## src/rtl/slot_pkg.sv

```systemverilog
// slot_pkg: shared reel state encoding and symbol-position arithmetic.
package slot_pkg;
  typedef enum logic [1:0] {IDLE, SPIN, DONE} state_t;
  function automatic int unsigned mod_inc(input int unsigned pos, input int unsigned n);
    return (pos == n - 1) ? 0 : pos + 1;
  endfunction
endpackage

```

## src/rtl/spin_prescaler.sv

```systemverilog
// spin_prescaler: divides clk by STEP_DIV into a one-cycle tick while enabled.
module spin_prescaler #(
  parameter int STEP_DIV = 4
) (
  input  logic clk,
  input  logic rst,
  input  logic clear,
  input  logic enable,
  output logic tick
);
  localparam int CW = (STEP_DIV > 1) ? $clog2(STEP_DIV) : 1;
  logic [CW-1:0] cnt_q, cnt_d;
  always_comb begin
    tick  = enable && (cnt_q == CW'(STEP_DIV - 1));
    cnt_d = clear ? '0 : (enable ? (tick ? '0 : cnt_q + CW'(1)) : cnt_q);
  end
  always_ff @(posedge clk or negedge rst)
    if (!rst) cnt_q <= '0;
    else      cnt_q <= cnt_d;
endmodule

```

## src/rtl/reel_spin_controller.sv

```systemverilog
// reel_spin_controller: samples the RNG on a spin request, advances the reel
// S = MIN_STEPS + rnd times at the divided rate, then offers the stopped symbol.
module reel_spin_controller
  import slot_pkg::*;
#(
  parameter int N_SYMBOLS = 6,
  parameter int SYM_W     = $clog2(N_SYMBOLS),
  parameter int RNG_W     = 4,
  parameter int MIN_STEPS = 12,
  parameter int STEP_DIV  = 4
) (
  input  logic             clk,
  input  logic             rst,
  input  logic [RNG_W-1:0] rnd,
  input  logic             spin_req,
  output logic             spin_ack,
  output logic             busy,
  output logic [SYM_W-1:0] reel_pos,
  output logic [SYM_W-1:0] result,
  output logic             result_valid,
  input  logic             result_ready
);
  state_t           state_q, state_d;
  logic [RNG_W:0]   steps_q, steps_d;
  logic [SYM_W-1:0] pos_q, pos_d, result_q, result_d;
  logic             valid_q, valid_d, ack_q, ack_d, clear, tick;
  spin_prescaler #(.STEP_DIV(STEP_DIV)) u_pre (
    .clk(clk), .rst(rst), .clear(clear), .enable(state_q == SPIN), .tick(tick)
  );
  always_comb begin
    state_d  = state_q;
    steps_d  = steps_q;
    pos_d    = pos_q;
    result_d = result_q;
    valid_d  = valid_q;
    ack_d    = 1'b0;
    clear    = 1'b0;
    case (state_q)
      IDLE: if (spin_req) begin
        steps_d = (RNG_W+1)'(MIN_STEPS) + {1'b0, rnd};
        clear   = 1'b1;
        ack_d   = 1'b1;
        state_d = SPIN;
      end
      SPIN: if (tick) begin
        pos_d   = SYM_W'(mod_inc(32'(pos_q), N_SYMBOLS));
        steps_d = steps_q - (RNG_W+1)'(1);
        if (steps_q == (RNG_W+1)'(1)) begin
          result_d = pos_d;
          valid_d  = 1'b1;
          state_d  = DONE;
        end
      end
      DONE: if (result_ready) begin
        valid_d = 1'b0;
        state_d = IDLE;
      end
      default: state_d = IDLE;
    endcase
  end
  always_ff @(posedge clk or negedge rst)
    if (!rst) begin
      state_q  <= IDLE;
      steps_q  <= '0;
      pos_q    <= '0;
      result_q <= '0;
      valid_q  <= 1'b0;
      ack_q    <= 1'b0;
    end else begin
      state_q  <= state_d;
      steps_q  <= steps_d;
      pos_q    <= pos_d;
      result_q <= result_d;
      valid_q  <= valid_d;
      ack_q    <= ack_d;
    end
  assign busy         = (state_q != IDLE);
  assign spin_ack     = ack_q;
  assign reel_pos     = pos_q;
  assign result       = result_q;
  assign result_valid = valid_q;
endmodule

```

## config.mk

```make
export PLATFORM = sky130hd
export DESIGN_NAME = reel_spin_controller
export DESIGN_NICKNAME = d
export VERILOG_FILES = /design/src/rtl/slot_pkg.sv /design/src/rtl/spin_prescaler.sv /design/src/rtl/reel_spin_controller.sv
export SDC_FILE = /design/constraint.sdc
export NUM_CORES = 1
export LEC_CHECK = 0
export ABC_AREA = 1
export CAP_MARGIN = 20
export CORE_MARGIN = 3
export CORE_UTILIZATION = 50
export DETAILED_ROUTE_END_ITERATION = 8
export PLACE_DENSITY = 0.77
export SLEW_MARGIN = 40
export SYNTH_ARGS = -nofsm -noshare
export SYNTH_HDL_FRONTEND = slang
export SYNTH_SLANG_ARGS = --single-unit
export TNS_END_PERCENT = 100
```

## constraint.sdc

```tcl
create_clock -name clk -period 3.1 [get_ports clk]
set_input_delay 0.31 -clock clk [delete_from_list [all_inputs] [get_ports clk]]
set_output_delay 0.31 -clock clk [all_outputs]
set_load 0.1 [all_outputs]
```

==> summary.txt <==
Timing
  • Final Hold Viols: 0
  • Actual slew at the worst max-slew pin: 0.721 ns
  • Aggregate negative setup slack: 0 ns
  • Crit path time final: 1.52 ns
  • Final Slew Violations: 0
  • Setup Skew: 0.00284 ns
  • Setup violation total in the final timing report: 0
  • Post-route clock period utilization: 48.9%
  • Final worst hold slack: 0.450 ns
  • Upper clock frequency limit: around 660 MHz
  • Worst relative slew slack: 51.8%
  • Unrepaired setup endpoints after global routing: no

Route
  • Final routed wire length divided by cell count: 10.3 um
  • Routed vias: 727
  • Via density: approximately 4.8
  • Antenna-violating nets left: 0
  • Remaining DRCs: 0
  • 1st-iter DRT viols: 15
  • DR pass1 iterations: 4
  • DRT Wirelength: 1580 um

Synthesis
  • Post-synth EDFFs: 0
  • Main flop type after synthesis: sky130_fd_sc_hd__dfrtp_1
  • Commonest cells in the netlist: sky130_fd_sc_hd__nand2_1, sky130_fd_sc_hd__inv_1, sky130_fd_sc_hd__dfrtp_1
  • Net count after synthesis: 121
  • Area fraction of the dominant cell type after synthesis: 48.0%
  • Most repeated cell in the gate-level netlist after synthesis: sky130_fd_sc_hd__nand2_1
  • Register bit count reported by yosys: 17
  • Post-Synthesis Cell Area: 887 um2
  • Top cells by area, synth: sky130_fd_sc_hd__dfrtp_1, sky130_fd_sc_hd__nand2_1, sky130_fd_sc_hd__inv_1, sky130_fd_sc_hd__ha_1, sky130_fd_sc_hd__nand3_1
  • Synthesis Warnings: 0
  • Post-synthesis instance total: roughly 110
  • Synth unique cells: 17
  • Most area-hungry cell type in the Yosys netlist: sky130_fd_sc_hd__dfrtp_1
  • Fraction of registers with async set or reset after synthesis: 100%
  • Part of the Yosys area used for sequential elements: 48.0%
  • Mean area per synthesized cell: 8.14 um2

Setup path
  • Depth of the worst register-to-register path: 6
  • Setup CP Type: reg -> out
  • Flop-to-flop setup slack: 1.81 ns
  • Crit path DAT: 1.21 ns
  • Category of the worst setup path launch point: flop
  • R2R Path Start: steps_q[1]
  • Reg-to-Reg End: result[2]
  • Data required time of the worst path: 2.79 ns
  • Critical path endpoint category: output port
  • Critical path peak fanout: 4

Final layout
  • Layout area overhead: 19.9%
  • Post-Layout Inst Area: 1060 um2
  • Nets@finish: 142
  • Number of inserted diodes: 0
  • Number of standard cells in the layout, taps in and fillers out: 153
  • Share of layout cells above drive strength 1: between 15 and 20%

CTS
  • # resized after CTS: 0
  • Clock tree from TritonCTS: yes
  • Post-CTS setup-driven buffer insertion count: 0
  • Clock edge transition at the registers on the reported setup and hold paths: about 0.09 ns
  • Clock net sink count: 17
  • H-tree level count: 1
  • CTS max path bufs: 2
  • Number of buffers created by CTS: 3
  • Root buf cell: sky130_fd_sc_hd__clkbuf_4
  • Clock latency on the worst-skew pair: 0.28 ns
  • Hold_buf cts: 0

Job
  • Number of maximum-capacitance constraint violations: 0

Place
  • Cell Area, Placed: 1040 um2
  • Port Buf Inserts: 16
  • Routability congestion estimate from global placement: 0.807
  • Number of placed instances with taps included: between 100 and 150
  • Dpl hpwl: 1210 um

Floorplanning
  • Area of the core region: 1590 um2
  • Horizontal die dimension: 48.1 um
  • DIE AREA: 2320 um2
  • Initial standard-cell utilization of the core: 55.7%
  • Chip Height: 48.1 um
  • Rows: 14
  • Ports: 17

GRT
  • Maximum number of pins on one net before global-route repair: 18
  • First-pass GRT wire length: roughly 2600 um
  • Overall track demand over capacity in global routing: 16.5%
  • Initial antenna violation count: 0
  • Number of global-route vias before repair: 670
  • Aggregate global routing overflow: 0

Status
  • Status: finished, final reports clean

Hold path
  • Classification of the worst-slack hold path: in -> async
==> state kept, by name (all words and copies together) (netlist names) <==
| signal | count |
|---|---|
| steps_q | 5 |
| spin_ack | 1 |
| u_pre.cnt_q | 2 |
| result | 3 |
| state_q | 2 |
| reel_pos | 3 |
| result_valid | 1 |
==> cell families (layout without fill, tap and decap cells) <==
group,Yosys count,count (layout),synth area share (%)
AND/OR/NAND/NOR,55,55,29.1
AO/OA/AOI/OAI,12,12,6.77
flip-flops,17,17,48.0
adder cells (fa/ha/maj),4,4,5.64
XOR/XNOR,3,3,2.96
buffers and inverters,18,38,7.62
==> cells in the final DEF (no fill, tap or decap), drive strengths merged <==
cell type | Yosys | final
nand2 | 36 | 36
inv | 18 | 18
dfrtp | 17 | 17
o21ai | 11 | 11
nand3 | 10 | 10
buf | 0 | 9
clkdlybuf4s50 | 0 | 7
nor2 | 6 | 6
ha | 4 | 4
clkbuf | 0 | 4
xnor2 | 2 | 2
or2 | 2 | 2
nor3b | 1 | 1
a21oi | 1 | 1
xor2 | 1 | 1
==> worst max-delay path by stage <==
stage	start	end	slack, ns	cells past startpoint
CTS	state_q[0]	busy	1.56	3
detailed placement	rnd[2]	steps_q[3]	1.63	8
floorplan	reel_pos[0]	reel_pos[1]	1.62	3
global route	state_q[0]	busy	1.48	3
finish	state_q[0]	busy	1.58	3
global placement	reel_pos[1]	reel_pos[1]	1.30	1
==> through the flow <==
step                      util, %  setup slack (ns)
after floorplan                 -              1.62
after global placement       67.3              1.30
after detailed placement     65.1              1.63
after CTS                    66.7              1.56
after global routing         66.7              1.48
final                        66.7              1.58
==> critical path: stages (launching register included) <==
cell	delay [ns]
sky130_fd_sc_hd__dfrtp_1	0.44
sky130_fd_sc_hd__nor2_1	0.19
sky130_fd_sc_hd__inv_1	0.06
sky130_fd_sc_hd__buf_4	0.23
==> cell type report <==
| type | instances | area, um2 |
|---|---|---|
| repair buffers | 16 | 120 |
| clock buffers | 4 | 26.3 |
| well taps | 24 | 30.0 |
| inverters | 18 | 67.6 |
| multi-input cells | 74 | 394 |
| fillers | 143 | 531 |
| flip-flops and latches | 17 | 425 |
==> metal layers <==
| metal | part of all wire [%] | global-route usage, % |
|---|---|---|
| met5 | 0 | 0 |
| met3 | 5.3 | 3.32 |
| met4 | 1.4 | 6.45 |
| met2 | 44 | 26.6 |
| met1 | 50 | 21.5 |
Power is left out: the tool's default activity adds up to more than one toggle a clock period on the data nets, which glitch-free logic cannot reach.
